File: config.mk
export PLATFORM = sky130hd
export DESIGN_NAME = fifo_stream_drain
export DESIGN_NICKNAME = d
export VERILOG_FILES = /design/src/rtl/fifo_stream_drain_pkg.sv /design/src/rtl/drain_buf2.sv /design/src/rtl/fifo_stream_drain.sv
export SDC_FILE = /design/constraint.sdc
export NUM_CORES = 1
export LEC_CHECK = 0
export ABC_CLOCK_PERIOD_IN_PS = 2400
export BUFFER_PORTS_ARGS = -buffer_cell sky130_fd_sc_hd__buf_4
export CORE_MARGIN = 2
export CORE_UTILIZATION = 53
export CTS_CLUSTER_SIZE = 16
export DETAILED_ROUTE_END_ITERATION = 10
export HOLD_SLACK_MARGIN = 0.1
export PLACE_DENSITY = 0.85
export SETUP_SLACK_MARGIN = 0.4
export SYNTH_ARGS = -nofsm -noshare
export SYNTH_HDL_FRONTEND = slang
export SYNTH_SLANG_ARGS = --single-unit
File: constraint.sdc
create_clock -name clk -period 2.4 [get_ports clk]
set_clock_uncertainty 0.15 [all_clocks]
set_input_delay 0.24 -clock clk [delete_from_list [all_inputs] [get_ports clk]]
set_output_delay 0.24 -clock clk [all_outputs]
set_load 0.1 [all_outputs]
File: src/rtl/fifo_stream_drain_pkg.sv
// Shared constants and width helpers for the FIFO-to-stream drain block.
// The beat counter width is derived from FRAME_LEN and is never narrower than one bit.
package fifo_stream_drain_pkg;

    localparam int BUF_DEPTH = 2;

    function automatic int beat_width(input int frame_len);
        return (frame_len > 1) ? $clog2(frame_len) : 1;
    endfunction

endpackage

File: src/rtl/drain_buf2.sv
// Two-entry register buffer; rdata is the registered head entry, cnt the occupancy.
// The caller guarantees no write when full and no read when empty.
module drain_buf2
    import fifo_stream_drain_pkg::*;
#(
    parameter int DATA_WIDTH = 16
) (
    input  logic                  clk,
    input  logic                  rstn,
    input  logic                  wr,
    input  logic [DATA_WIDTH-1:0] wdata,
    input  logic                  rd,
    output logic [DATA_WIDTH-1:0] rdata,
    output logic [1:0]            cnt
);

    logic [DATA_WIDTH-1:0] mem [BUF_DEPTH];
    logic                  wr_idx;
    logic                  rd_idx;

    assign rdata = mem[rd_idx];

    always_ff @(posedge clk) begin
        if (!rstn) begin
            for (int i = 0; i < BUF_DEPTH; i++) begin
                mem[i] <= '0;
            end
            wr_idx <= 1'b0;
            rd_idx <= 1'b0;
            cnt    <= 2'd0;
        end else begin
            if (wr) begin
                mem[wr_idx] <= wdata;
                wr_idx      <= ~wr_idx;
            end
            if (rd) begin
                rd_idx <= ~rd_idx;
            end
            cnt <= cnt + {1'b0, wr} - {1'b0, rd};
        end
    end

endmodule

File: src/rtl/fifo_stream_drain.sv
// Pulls words from a registered-output FIFO into a valid/ready stream, 1 word/clk when the sink is ready.
// Read-to-m_data latency is 2 clk; reads stop once buffered plus in-flight words would exceed two.
module fifo_stream_drain
    import fifo_stream_drain_pkg::*;
#(
    parameter int DATA_WIDTH = 16,
    parameter int FRAME_LEN  = 8
) (
    input  logic                  clk,
    input  logic                  rstn,
    input  logic                  en,
    input  logic                  fifo_empty,
    input  logic [DATA_WIDTH-1:0] fifo_data,
    output logic                  fifo_rd_en,
    output logic                  m_valid,
    input  logic                  m_ready,
    output logic [DATA_WIDTH-1:0] m_data,
    output logic                  m_last
);

    localparam int                BCNT_W    = beat_width(FRAME_LEN);
    localparam logic [BCNT_W-1:0] BEAT_LAST = BCNT_W'(FRAME_LEN - 1);

    logic [1:0]        cnt;
    logic              inflight;
    logic [BCNT_W-1:0] bcnt;
    logic              pop;
    logic [2:0]        occ;

    assign pop = m_valid & m_ready;

    // Occupancy after this edge; pop feeds it combinationally so a ready sink keeps reads flowing.
    assign occ        = {1'b0, cnt} + {2'b00, inflight} - {2'b00, pop};
    assign fifo_rd_en = rstn & en & ~fifo_empty & (occ < 3'd2);

    assign m_valid = (cnt != 2'd0);
    assign m_last  = m_valid & (bcnt == BEAT_LAST);

    always_ff @(posedge clk) begin
        if (!rstn) begin
            inflight <= 1'b0;
            bcnt     <= '0;
        end else begin
            inflight <= fifo_rd_en;
            if (pop) begin
                bcnt <= (bcnt == BEAT_LAST) ? '0 : bcnt + 1'b1;
            end
        end
    end

    drain_buf2 #(
        .DATA_WIDTH(DATA_WIDTH)
    ) u_buf (
        .clk  (clk),
        .rstn (rstn),
        .wr   (inflight),
        .wdata(fifo_data),
        .rd   (pop),
        .rdata(m_data),
        .cnt  (cnt)
    );

endmodule

==> impl_results.md <==
- Max IR drop VDD: between 900 and 1000 uV
- Fmax: 364.1 MHz
- Fin. Hold Viols: 0
- Critical path required time: 2010 ps
- DP HPWL: approximately 2300 microns
- Max Transition Viols Final: 0
- Pin count of the biggest net entering global routing: 18
- Die X: 63.15 microns
- Failing checks: setup timing
- Initial antenna violation count: 0
- Synth Area in Compound Gates: 0.006748
- Leakage Power: approximately 1.1 nW
- Total GRT Usage: 0.2069
- IO buf count: 39
- Beginning of the critical path: u_buf.cnt[1]
- Initial core utilization: 0.5557
- Row count: 21
- Post-Synth Adder-Cell Area: 0.03779
- Post-route antenna net violation count: 0
- Syn nets: 160
- Vias: between 1k and 1.5k
- Clk pwr share: 0.181
- Final TNS setup: -741.6 ps
- H-tree Lvls: 2
- Pint: between 1.5 and 2 mW
- XOR/XNOR Fraction of Synth Area: 0.009447
- CTS Buf Count: 5
- Flop pwr share: 0.298
- Die ar.: 3988 sq um
- Commonest non-fill, non-tap cell in the layout: buf_4
- Area leader, netlist: edfxtp_1
- Chip Height: 63.15 microns
- Tightest Pin Transition: about 380 ps
- Ant. Diodes: 0
- Placement Setup Slack: -131.1 ps
- First-pass GRT wire length: around 6100 microns
- Crit. End Element: output port
- Critical-path maximum fanout: 2
- # fillers: roughly 200
- Cell Area, Synth: between 1500 and 2000 sq um
- Routed len/inst: roughly 15 microns
- TritonCTS sink count: slightly above 40
- Synthesis Warnings: 0
- Number of global-route vias before repair: between 1k and 1.5k
- Max-cap violations: 0
- Post-synthesis sequential area ratio: 0.6154
- Setup CP Type: register to output port
- Count of cell types in the netlist: 23
- Pre-antenna DRT Iters: 4
- DRT iter0 DRCs: 60
- Vias/cell: approximately 4.8
- DR DRC count: 0
- Main combinational cell family by area after synthesis: simple AND/OR/NAND/NOR gates
- Final Worst Setup Slack: -346.2 ps
- Syn Inst Count: ~130
- Switch share: 0.4324
- Hold_sp: m_ready
- Post-synthesis register bit count: 41
- Clock buffer depth: 2
- Status: finished, violations left
- Max-slew headroom: 0.7438
- CTS tree: yes
- Fin crit share: 1.144
- CP Launch Type: register
- Synth Area in Simple Gates: 0.1680
- Ports: 40
- Yosys top cell area share: 0.5182
- Pwr/cell area: 1176 nW/um^2
- Hold WC Path Type: primary input to register
- Final Util: 0.7852
- Total power: around 3.1 mW
- Clock Latency Late Sink: roughly 340 ps
- Net switching power: approximately 1.3 mW
- Reg2Reg Launch Point: u_buf.cnt[1]
- Layout cells sized above 1: 0.4175
- WP data arrival: roughly 2400 ps
- Area occupied by multi-input gates: a little under 700 sq um
- Mux cell area share after synthesis: 0.1242
- Comb power frac: 0.521
- Clock root buffer master: clkbuf_4
- Unrepaired setup endpoints after global routing: true
- Layout Nets: approximately 230
- Minimum clock period: ~2700 ps
- Most frequent cells in the layout: buf_4, and2_1, edfxtp_1, dlygate4sd3_1, mux2_2
- Layout area overhead: 41.30%
- FF/Latch Area: 1144 sq um
- Top cells by area, synth: edfxtp_1, and2_1, dfxtp_1
- Worst-path clk slew: 120 ps
- WL final: roughly 3700 microns
- Core area: approximately 3300 sq um
- Grt total ovfl: 0
- RD Place Congestion: ~0.75
- Mapped Avg Cell Area: around 14 sq um
- Final Setup Violations: 3
==> critical path, cell delays in order (launching register included) <==
cell     delay, ps
dfxtp_2        340
o21a_1         220
ha_4           280
inv_2           40
ha_4           150
fa_2           450
nor4_4         280
buf_6          260
==> layer usage <==
layer,global-route usage,share of wire,up-vias
li1,-,-,606
met1,0.2318,0.38,578
met2,0.3843,0.57,29
met3,0.04286,0.034,4
met4,0.07500,0.016,0
met5,0,0,-
==> synthesized netlist by cell type <==
cell type / number
and3_1: 1
xor2_1: 1
mux2i_1: 5
buf_2: 3
o21a_1: 1
edfxtp_1: 32
nor4_1: 2
o21ai_0: 1
buf_6: 2
xnor2_1: 1
nand2b_1: 2
and3b_2: 1
buf_4: 2
nand2_1: 6
nand3b_1: 1
mux2_2: 16
or2_2: 1
or3b_1: 1
and2_1: 36
ha_1: 4
inv_1: 5
dfxtp_1: 9
fa_1: 1
==> registers in the layout, indices dropped and copies added, names as in the netlist, named ones only <==
| signal | flops |
|---|---|
| bcnt | 3 |
| inflight | 1 |
| u_buf.cnt | 2 |
| u_buf.mem | 32 |
| u_buf.rd_idx | 1 |
| u_buf.wr_idx | 1 |
==> path summary, 6_finish.rpt <==
kind                            cells after the start  slack [ps]          to
worst max-delay path                                7        -350  fifo_rd_en
worst min-delay path                                4         290     bcnt[1]
worst max register to register                     12        -230    inflight
worst min register to register                      2         330     bcnt[1]
==> metrics by stage <==
step                hold WS [ps]  cell area (sq um)  cells
global placement           293.1               2240    218
CTS                        280.2               2611    251
global route               281.0               2620    252
finish                     285.6               2620    252
detailed placement         297.7               2240    218
floorplan                  168.5               1903    134
==> logic make-up (layout without fill, tap and decap cells) <==
| family | Yosys count | count (layout) |
|---|---|---|
| AOI/OAI and AO/OA | 2 | 2 |
| xor gates and xnor gates | 2 | 2 |
| adders and majority gates | 5 | 5 |
| buffers and inverters | 12 | 84 |
| DFF | 41 | 41 |
| muxes | 21 | 21 |
| and+or+nand+nor | 51 | 51 |
==> area by class of cell <==
cell class / instances / area share
Sequential cell: 41 / 0.4365
Multi-Input combinational cell: 81 / 0.2641
Timing Repair Buffer: 71 / 0.2297
Clock inverter: 3 / 0.02627
Tap cell: 46 / 0.02197
Clock buffer: 5 / 0.01433
Inverter: 5 / 0.007163
==> repair_timing <==
action,CTS,global route
buffers inserted,5,1
endpoints found under the hold margin,39,0
hold buffers,20,0
gates resized for setup,7,1
pin swaps,4,0
endpoints found under the setup margin,2,3
==> power by group through the flow <==
stage | combinational (mW) | clock, mW | sequential, mW
2_1_floorplan | 1.12 | 0 | 0.924
3_3_place_gp | 1.34 | 0 | 0.923
3_5_place_dp | 1.37 | 0 | 0.933
4_1_cts | 1.57 | 0.562 | 0.916
5_1_grt | 1.68 | 0.594 | 0.928
6_report | 1.61 | 0.559 | 0.917
Note: power is estimated with default switching activity, not from simulation.
